===== config.mk =====
export PLATFORM = sky130hd
export DESIGN_NAME = instr_encoder_flat
export DESIGN_NICKNAME = d
export VERILOG_FILES = /design/src/rtl/instr_pkg.sv /design/src/rtl/instr_encoder_if.sv /design/src/rtl/instr_pack.sv /design/src/rtl/instr_encoder.sv /design/src/flat_wrapper.sv
export SDC_FILE = /design/constraint.sdc
export NUM_CORES = 1
export LEC_CHECK = 0
export CORE_ASPECT_RATIO = 2
export CORE_MARGIN = 4
export CORE_UTILIZATION = 49
export DETAILED_ROUTE_END_ITERATION = 6
export GPL_TIMING_DRIVEN = 0
export HOLD_SLACK_MARGIN = 0.05
export PLACE_DENSITY = 0.84
export SYNTH_ARGS = -nofsm -noshare
export SYNTH_HDL_FRONTEND = slang
export SYNTH_SLANG_ARGS = --single-unit

===== constraint.sdc =====
create_clock -name clk -period 5.5 [get_ports clk]
set_input_delay 1.1 -clock clk [delete_from_list [all_inputs] [get_ports clk]]
set_output_delay 1.1 -clock clk [all_outputs]
set_load 0.1 [all_outputs]

===== src/rtl/instr_pkg.sv =====
// Shared opcode, immediate-type and FSM definitions for the RV32I instruction encoder.
package instr_pkg;

    localparam logic [6:0] OP_R      = 7'b0110011;
    localparam logic [6:0] OP_IMM    = 7'b0010011;
    localparam logic [6:0] OP_LOAD   = 7'b0000011;
    localparam logic [6:0] OP_STORE  = 7'b0100011;
    localparam logic [6:0] OP_BRANCH = 7'b1100011;
    localparam logic [6:0] OP_LUI    = 7'b0110111;
    localparam logic [6:0] OP_AUIPC  = 7'b0010111;
    localparam logic [6:0] OP_JAL    = 7'b1101111;
    localparam logic [6:0] OP_JALR   = 7'b1100111;

    // I..J match the decoder; R has no immediate, BAD marks an unknown opcode
    localparam logic [2:0] IMM_I   = 3'b000;
    localparam logic [2:0] IMM_S   = 3'b001;
    localparam logic [2:0] IMM_B   = 3'b010;
    localparam logic [2:0] IMM_U   = 3'b011;
    localparam logic [2:0] IMM_J   = 3'b100;
    localparam logic [2:0] IMM_R   = 3'b101;
    localparam logic [2:0] IMM_BAD = 3'b111;

    localparam logic [31:0] NOP = 32'h0000_0013;

    typedef enum logic [1:0] {ST_IDLE, ST_RUN, ST_DRAIN, ST_DONE} state_t;

    typedef struct packed {
        logic [6:0]  opcode;
        logic [2:0]  funct3;
        logic [6:0]  funct7;
        logic [4:0]  rd;
        logic [4:0]  rs1;
        logic [4:0]  rs2;
        logic [31:0] imm;
    } fields_t;

endpackage


===== src/rtl/instr_encoder_if.sv =====
// Job control, field-bundle stream and memory write port of the instruction encoder.
interface instr_encoder_if #(
    parameter int ADDR_W = 32,
    parameter int CNT_W  = 16
);
    logic              start;
    logic [ADDR_W-1:0] base_addr;
    logic [CNT_W-1:0]  num_instr;
    logic              in_valid;
    logic              in_ready;
    logic [6:0]        in_opcode;
    logic [2:0]        in_funct3;
    logic [6:0]        in_funct7;
    logic [4:0]        in_rd;
    logic [4:0]        in_rs1;
    logic [4:0]        in_rs2;
    logic [31:0]       in_imm;
    logic              mem_we;
    logic [ADDR_W-1:0] mem_addr;
    logic [31:0]       mem_wdata;
    logic              mem_ready;
    logic              busy;
    logic              done;
    logic              err;
    logic [CNT_W-1:0]  err_count;

    modport master (
        output start, base_addr, num_instr, in_valid, in_opcode, in_funct3, in_funct7,
               in_rd, in_rs1, in_rs2, in_imm, mem_ready,
        input  in_ready, mem_we, mem_addr, mem_wdata, busy, done, err, err_count
    );

    modport slave (
        input  start, base_addr, num_instr, in_valid, in_opcode, in_funct3, in_funct7,
               in_rd, in_rs1, in_rs2, in_imm, mem_ready,
        output in_ready, mem_we, mem_addr, mem_wdata, busy, done, err, err_count
    );

endinterface


===== src/rtl/instr_pack.sv =====
// Combinational RV32I field packer. Unknown opcodes report imm_type IMM_BAD and pack a NOP;
// o_err flags immediates that do not fit (only when INSTR_ENC_RANGE_CHECK_EN is defined).
module instr_pack
    import instr_pkg::*;
(
    input  fields_t     i_f,
    output logic [31:0] o_word,
    output logic [2:0]  o_imm_type,
    output logic        o_err
);

    logic w_rng_bad;

    always_comb begin
        o_word     = NOP;
        o_imm_type = IMM_BAD;
        case (i_f.opcode)
            OP_R: begin
                o_word     = {i_f.funct7, i_f.rs2, i_f.rs1, i_f.funct3, i_f.rd, i_f.opcode};
                o_imm_type = IMM_R;
            end
            OP_IMM, OP_LOAD, OP_JALR: begin
                o_word     = {i_f.imm[11:0], i_f.rs1, i_f.funct3, i_f.rd, i_f.opcode};
                o_imm_type = IMM_I;
            end
            OP_STORE: begin
                o_word     = {i_f.imm[11:5], i_f.rs2, i_f.rs1, i_f.funct3, i_f.imm[4:0], i_f.opcode};
                o_imm_type = IMM_S;
            end
            OP_BRANCH: begin
                o_word     = {i_f.imm[12], i_f.imm[10:5], i_f.rs2, i_f.rs1, i_f.funct3,
                              i_f.imm[4:1], i_f.imm[11], i_f.opcode};
                o_imm_type = IMM_B;
            end
            OP_LUI, OP_AUIPC: begin
                o_word     = {i_f.imm[31:12], i_f.rd, i_f.opcode};
                o_imm_type = IMM_U;
            end
            OP_JAL: begin
                o_word     = {i_f.imm[20], i_f.imm[10:1], i_f.imm[11], i_f.imm[19:12], i_f.rd, i_f.opcode};
                o_imm_type = IMM_J;
            end
            default: ;
        endcase
    end

`ifdef INSTR_ENC_RANGE_CHECK_EN
    // An immediate fits when every bit above the field's sign bit replicates it
    always_comb begin
        w_rng_bad = 1'b0;
        case (o_imm_type)
            IMM_I, IMM_S: w_rng_bad = (i_f.imm[31:11] != {21{i_f.imm[11]}});
            IMM_B:        w_rng_bad = (i_f.imm[31:12] != {20{i_f.imm[12]}}) || i_f.imm[0];
            IMM_J:        w_rng_bad = (i_f.imm[31:20] != {12{i_f.imm[20]}}) || i_f.imm[0];
            IMM_U:        w_rng_bad = (i_f.imm[11:0] != 12'h000);
            default:      w_rng_bad = 1'b0;
        endcase
    end
`else
    assign w_rng_bad = 1'b0;
`endif

    assign o_err = w_rng_bad;

endmodule


===== src/rtl/instr_encoder.sv =====
// Instruction encoder top: job FSM, address/count tracking and one output register stage
// feeding instruction memory. Optional immediate range checking: INSTR_ENC_RANGE_CHECK_EN.
module instr_encoder
    import instr_pkg::*;
#(
    parameter int ADDR_W = 32,
    parameter int CNT_W  = 16
) (
    input  logic            clk,
    input  logic            rst,
    instr_encoder_if.slave  bus
);

    state_t            r_state, w_next;
    logic [CNT_W-1:0]  r_remain;
    logic [ADDR_W-1:0] r_addr;
    logic [31:0]       r_wdata;
    logic              r_we;
    logic              r_err;
    logic [CNT_W-1:0]  r_err_cnt;

    fields_t           w_fields;
    logic [31:0]       w_word;
    logic [2:0]        w_type;
    logic              w_rng_err;
    logic              w_err;
    logic              w_in_ready;
    logic              w_accept;
    logic              w_wr_done;
    logic              w_start;

    assign w_fields = '{opcode: bus.in_opcode, funct3: bus.in_funct3, funct7: bus.in_funct7,
                        rd: bus.in_rd, rs1: bus.in_rs1, rs2: bus.in_rs2, imm: bus.in_imm};

    instr_pack u_pack (
        .i_f        (w_fields),
        .o_word     (w_word),
        .o_imm_type (w_type),
        .o_err      (w_rng_err)
    );

    assign w_err      = w_rng_err || (w_type == IMM_BAD);
    assign w_start    = (r_state == ST_IDLE) && bus.start;
    assign w_wr_done  = r_we && bus.mem_ready;
    // Ready while the output register is empty or being drained this cycle: no bubble
    assign w_in_ready = (r_state == ST_RUN) && (r_remain != '0) && (!r_we || bus.mem_ready);
    assign w_accept   = bus.in_valid && w_in_ready;

    always_ff @(posedge clk or posedge rst) begin
        if (rst) r_state <= ST_IDLE;
        else     r_state <= w_next;
    end

    always_comb begin
        w_next = r_state;
        case (r_state)
            ST_IDLE:  if (bus.start) w_next = (bus.num_instr == '0) ? ST_DONE : ST_RUN;
            ST_RUN:   if (w_accept && (r_remain == CNT_W'(1))) w_next = ST_DRAIN;
            ST_DRAIN: if (!r_we || bus.mem_ready) w_next = ST_DONE;
            ST_DONE:  w_next = ST_IDLE;
            default:  w_next = ST_IDLE;
        endcase
    end

    always_ff @(posedge clk or posedge rst) begin
        if (rst) begin
            r_remain  <= '0;
            r_addr    <= '0;
            r_wdata   <= '0;
            r_we      <= 1'b0;
            r_err     <= 1'b0;
            r_err_cnt <= '0;
        end else begin
            if (w_start) begin
                r_err     <= 1'b0;
                r_err_cnt <= '0;
                if (bus.num_instr != '0) begin
                    r_addr   <= {bus.base_addr[ADDR_W-1:2], 2'b00};
                    r_remain <= bus.num_instr;
                end
            end
            // No writes are in flight in IDLE, so this never collides with the base load
            if (w_wr_done) r_addr <= r_addr + ADDR_W'(4);
            if (w_accept) begin
                r_wdata  <= w_word;
                r_remain <= r_remain - CNT_W'(1);
                if (w_err) begin
                    r_err     <= 1'b1;
                    r_err_cnt <= r_err_cnt + CNT_W'(1);
                end
            end
            if (w_accept)       r_we <= 1'b1;
            else if (w_wr_done) r_we <= 1'b0;
        end
    end

    assign bus.in_ready  = w_in_ready;
    assign bus.mem_we    = r_we;
    assign bus.mem_addr  = r_addr;
    assign bus.mem_wdata = r_wdata;
    assign bus.busy      = (r_state != ST_IDLE);
    assign bus.done      = (r_state == ST_DONE);
    assign bus.err       = r_err;
    assign bus.err_count = r_err_cnt;

endmodule


===== src/flat_wrapper.sv =====
// flat-port wrapper written by rule: the top's interface ports become plain ports
module instr_encoder_flat import instr_pkg::*;
#(
    parameter int ADDR_W = 32,
    parameter int CNT_W  = 16
)
  (clk, rst, bus_start, bus_base_addr, bus_num_instr, bus_in_valid, bus_in_opcode, bus_in_funct3, bus_in_funct7, bus_in_rd, bus_in_rs1, bus_in_rs2, bus_in_imm, bus_mem_ready, bus_in_ready, bus_mem_we, bus_mem_addr, bus_mem_wdata, bus_busy, bus_done, bus_err, bus_err_count);
  instr_encoder_if #(.ADDR_W(ADDR_W), .CNT_W(CNT_W)) bus_i ();
  input  logic clk;
  input  logic rst;
  input wire logic [$bits(bus_i.start)-1:0] bus_start;
  input wire logic [$bits(bus_i.base_addr)-1:0] bus_base_addr;
  input wire logic [$bits(bus_i.num_instr)-1:0] bus_num_instr;
  input wire logic [$bits(bus_i.in_valid)-1:0] bus_in_valid;
  input wire logic [$bits(bus_i.in_opcode)-1:0] bus_in_opcode;
  input wire logic [$bits(bus_i.in_funct3)-1:0] bus_in_funct3;
  input wire logic [$bits(bus_i.in_funct7)-1:0] bus_in_funct7;
  input wire logic [$bits(bus_i.in_rd)-1:0] bus_in_rd;
  input wire logic [$bits(bus_i.in_rs1)-1:0] bus_in_rs1;
  input wire logic [$bits(bus_i.in_rs2)-1:0] bus_in_rs2;
  input wire logic [$bits(bus_i.in_imm)-1:0] bus_in_imm;
  input wire logic [$bits(bus_i.mem_ready)-1:0] bus_mem_ready;
  output wire logic [$bits(bus_i.in_ready)-1:0] bus_in_ready;
  output wire logic [$bits(bus_i.mem_we)-1:0] bus_mem_we;
  output wire logic [$bits(bus_i.mem_addr)-1:0] bus_mem_addr;
  output wire logic [$bits(bus_i.mem_wdata)-1:0] bus_mem_wdata;
  output wire logic [$bits(bus_i.busy)-1:0] bus_busy;
  output wire logic [$bits(bus_i.done)-1:0] bus_done;
  output wire logic [$bits(bus_i.err)-1:0] bus_err;
  output wire logic [$bits(bus_i.err_count)-1:0] bus_err_count;
  assign bus_i.start = bus_start;
  assign bus_i.base_addr = bus_base_addr;
  assign bus_i.num_instr = bus_num_instr;
  assign bus_i.in_valid = bus_in_valid;
  assign bus_i.in_opcode = bus_in_opcode;
  assign bus_i.in_funct3 = bus_in_funct3;
  assign bus_i.in_funct7 = bus_in_funct7;
  assign bus_i.in_rd = bus_in_rd;
  assign bus_i.in_rs1 = bus_in_rs1;
  assign bus_i.in_rs2 = bus_in_rs2;
  assign bus_i.in_imm = bus_in_imm;
  assign bus_i.mem_ready = bus_mem_ready;
  assign bus_in_ready = bus_i.in_ready;
  assign bus_mem_we = bus_i.mem_we;
  assign bus_mem_addr = bus_i.mem_addr;
  assign bus_mem_wdata = bus_i.mem_wdata;
  assign bus_busy = bus_i.busy;
  assign bus_done = bus_i.done;
  assign bus_err = bus_i.err;
  assign bus_err_count = bus_i.err_count;
  instr_encoder #(.ADDR_W(ADDR_W), .CNT_W(CNT_W)) u_core (.clk(clk), .rst(rst), .bus(bus_i));
endmodule

### Word level (Yosys, flattened, before mapping)

Cells that the tools add are included.

* flip-flop bits (word level): 100
* input bits: 117
* output and inout port bits: 85
* word-level logic and storage cells: 71

* add/sub/neg operators: 3
* equality and inequality tests: 17
* multiplexer cells: 21
* reductions and logical operators: 23

Operator list (number)
* $pmux 32 s6: 1
* $mux 16: 6
* $mux 32: 3
* $add 32x3->32 const B: 1
* $reduce_bool 16->1: 2
* $eq 7x6->1 const B: 3
* $eq 7x7->1 const B: 3
* $pmux 3 s6: 1
* $add 16x1->16 const B: 1
* $eq 16x1->1 const B: 1
* $logic_not 16->1: 1
* $sub 16x1->16 const B: 1
* $eq 7x5->1 const B: 2
* $reduce_bool 2->1: 6
* $mux 2: 4
* $pmux 2 s4: 1
* $eq 7x2->1 const B: 1
* $logic_and 1x1->1: 6
* $mux 1: 5
* $eq 2x2->1 const B: 2
* $ne 2x2->1 const B: 2
* $reduce_and 2->1: 2
* $eq 3x3->1 const B: 1
* $reduce_and 3->1: 1
* other kinds (7): 7

### Logic depth before layout (Yosys ltp)

* word-level depth: 7
* depth in mapped cells: 9
* mapped depth without buffers: 7

### Hierarchy

Synthesis repeated with hierarchy kept, for this count alone.

* cells, all modules: 709
* area, all modules: 6000.8 µm²

Modules (own cells, without submodules)
* instr_encoder: times used 1, cells an instance 601, area each 5287.6 µm², seq. area each 2452.4 µm²
* instr_pack: times used 1, cells an instance 108, area each 713.2 µm², seq. area each 0.0 µm²

### Worst setup path before layout

Ideal clock, no wire load.

* path kind: input -> output
* from: input bus_mem_ready
* to: output bus_in_ready
* data arrival time: 2.014 ns
* data required time: 4.400 ns
* setup slack: 2.386 ns
* stages: 2
* buffers on the path: 0
* cell sequence: or2b_2 and3_1

* cells in the longest elaborated chain, start to end: 2

Ends and longest elaborated chain
* start, declared: RTL line flat_wrapper.sv:22 `input wire logic [$bits(bus_i.mem_ready)-1:0] bus_mem_ready;`
* $logic_or 1x1->1: RTL line instr_encoder.sv:46 `assign w_in_ready = (r_state == ST_RUN) && (r_remain != '0) && (!r_we || bus.mem_ready);`
* $logic_and 1x1->1: RTL line instr_encoder.sv:46
* end, declared: RTL line flat_wrapper.sv:23 `output wire logic [$bits(bus_i.in_ready)-1:0] bus_in_ready;`

No other way between the ends.

### Final worst setup path

Same ends and word-level chain as after synthesis.

==> summary.txt <==
Power Total - 4.564 mW
first-pass GRT wire length - 33.02 mm
top_reg_cell synth - dfrtp_1
Slowest-stage cell, CP - clkdlybuf4s50_1
Fillers - 920
initial antenna violation count - 0
synth unique cells - 70
Clock Skews - 0.01049 ns
Worst Tran Pin Value - 1.040 ns
top cells by area, synth - dfrtp_1, nand2_1, nor2_1, o21ai_0, a221o_1
final WL - 20.59 mm
post-route setup TNS - 0 ns
ANT nets after route - 0
DR pass1 iterations - 7
die area - 13530 um2
CTS tree - built
CP Class - in -> out
post-layout util - 71.97%
Post-CTS Hold Buffers - 0
hold depth - 1
RR Startpoint - u_core.r_remain[0]$_DFFE_PP0P_
Crit path buffers/inverters - 2
Post-synth ARST share - 100.0%
vias in the first global route - 6562
min cycle time layout - 4.280 ns
clock buffer depth - 2
crit start category - input pin
Row Count - 55
share of cells above drive strength 1 - 6.410%
Initial Utilization - 50.20%
width of the die - 84.27 um
Pwr Density - 558.6 nW/um2
clock latency at the later pin of the worst-skew pair - 0.35 ns
DRC violations left - 0
Fin. Hold Viols - 0
status - completed
cell area after synthesis - 5700 um2
IO Pins - 202
vias - 6239
storage element area - 2452 um2
post-synthesis sequential area ratio - 43.02%
Die Ht - 160.5 um
Resize count post-CTS - 0
clock slew at reported path FFs - 0.08 ns
CTS Buf Count - 9
Yosys reg bits - 98
leading area contributor after synthesis - dfrtp_1
relative slew slack - 30.00%
Max-Cap Viols - 0
diodes inserted - 0
critical path startpoint - bus_mem_ready
Area Overhead vs Synth - 43.35%
Reg-to-Reg End - u_core.bus.mem_wdata[25]$_DFFE_PP0N_
Mapped Avg Cell Area - 8.865 um2
Core Area - 11350 um2
Routed WL per cell - 20.59 um
worst hold-check path type - reg -> reg
largest net degree at the start of global routing - 74
post-detail-place hpwl - 16.12 mm
DR vias/cell - 6.239
worst vdd ir - 0.0004154 V
Port Buffers - 197
H-tree levels - 3
Worst Hold Endpoint - u_core.bus.mem_wdata[1]$_DFFE_PP0N_
unrepaired setup endpoints after global routing - false
top cell type's share of synthesized area - 43.02%
gp weighted congestion - 0.9555
r2r setup slk - 2.61 ns
cell mode on critical path - clkdlybuf4s50_1
root buffer cell - clkbuf_16
nets@finish - 979
Crit Path Max Fanout - 6
Mapped Cells - 643
most common cell in the synthesized netlist - dfrtp_1
Synthesis Warnings - 0
hold_sp - u_core.bus.mem_wdata[1]$_DFFE_PP0N_
gr ovfl total - 0
Worst EP arrival - 3.18 ns
multi-input logic area - 3044 um2
cell family with most CP delay - buffers and inverters
CTS sink cnt - 98
R2R cell count - 9
initial DRC count - 456
number of flops mapped to enable cells by yosys - 0
fin. max-slew vios - 0
top cells by count, synth - dfrtp_1, nand2_1, nor2_1, o21ai_0
post-CTS setup buffers - 0
Global Route Usage Sum - 30.33%
crit-path max cell delay - 1.16 ns
fmax - 233.6 MHz
part of the cycle the worst path needs - 77.83%
Setup crit end kind - output port
Setup violations, final - 0
Pleak - 3.201 nW
crit path cell chain - clkdlybuf4s50_1, or2b_2, and3_1, clkdlybuf4s50_1
CP required - 4.40 ns
[sequential cells by signal (all words and copies together) (netlist names)]
| signal | flops |
|---|---|
| u_core.bus.mem_addr | 30 |
| u_core.bus.err | 1 |
| u_core.r_state | 2 |
| u_core.r_remain | 16 |
| u_core.bus.err_count | 16 |
| u_core.bus.mem_wdata | 32 |
| u_core.bus.mem_we | 1 |
[placed cells by master, fill, tap and decap left out, types with 12 or more instances in the layout]
master,synthesis,final
a221oi_1,12,12
nand2_1,79,79
a221o_1,16,16
a211oi_1,19,19
nand3_1,31,31
o21ai_0,41,41
nor3_1,31,31
a21oi_1,24,24
nor4_1,14,14
nand4_1,12,12
dfrtp_1,98,98
clkdlybuf4s50_1,0,197
nor2_1,58,58
clkbuf_1,17,17
inv_1,16,15
[report_power, final]
part	switching (mW)	internal, mW
clock network	0.296	0.316
registers	0.278	0.948
logic	2.02	0.707
total	2.59	1.97
[worst max path at each step]
| stage | to | slack (ns) | depth (start not counted) |
|---|---|---|---|
| after detailed placement | bus_in_ready | 1.26 | 4 |
| after global routing | bus_in_ready | 1.21 | 6 |
| after global placement | u_core.bus.mem_wdata[13]$_DFFE_PP0N_ | 0.39 | 2 |
| after floorplan | u_core.bus.err$_DFF_PP0_ | 1.84 | 1 |
| final | bus_in_ready | 1.22 | 4 |
| after CTS | bus_in_ready | 1.25 | 4 |
[per-stage QoR]
| step | instances | setup slack [ns] | cell area [um2] | hold WS (ns) |
|---|---|---|---|---|
| global placement | 983 | 0.3931 | 7854 | 0.4493 |
| finish | 1000 | 1.220 | 8172 | 0.4708 |
| floorplan | 644 | 1.838 | 5704 | 0.4723 |
| CTS | 1000 | 1.251 | 8172 | 0.4731 |
| global route | 1000 | 1.207 | 8172 | 0.5041 |
| detailed placement | 984 | 1.265 | 7884 | 0.4514 |
[area by class of cell]
class	count	area share [%]
timing repair buffer	198	24.47
multi-input combinational	499	37.25
clock inverter	7	0.7656
buffer	31	1.807
sequential	98	30.01
inverter	16	0.7656
clock buffer	9	2.756
tap	142	2.174
[worst reg2reg max path: cells and delay by family, from the launching register on]
| kind | cells | cell delay (ns) |
|---|---|---|
| adder cells (fa/ha/maj) | 1 | 0.27 |
| AO/OA/AOI/OAI | 1 | 0.09 |
| buffers and inverters | 3 | 0.97 |
| AND/OR/NAND/NOR | 4 | 1.08 |
| flip-flops | 1 | 0.41 |
[layer usage]
layer | track usage [%] | vias to the layer above | part of all wire (%)
met4 | 14.79 | 0 | 4.3
met3 | 6.520 | 63 | 7.9
met5 | 0 | - | 0
met2 | 56.98 | 359 | 55
li1 | - | 2866 | -
met1 | 30.84 | 2951 | 33
[cells by family (layout without fill, tap and decap cells)]
group           Yosys count  count (layout)  share of synthesized area, %
other cells               1               2                       0.06578
simple gates            297             297                         26.87
mux                       8               8                         1.493
buf+inv                  47             261                         3.643
compound gates          183             183                         22.94
flops                    98              98                         43.02
fa+ha+maj                 9               9                         1.975
No activity file was read; power rests on OpenSTA's default activity.
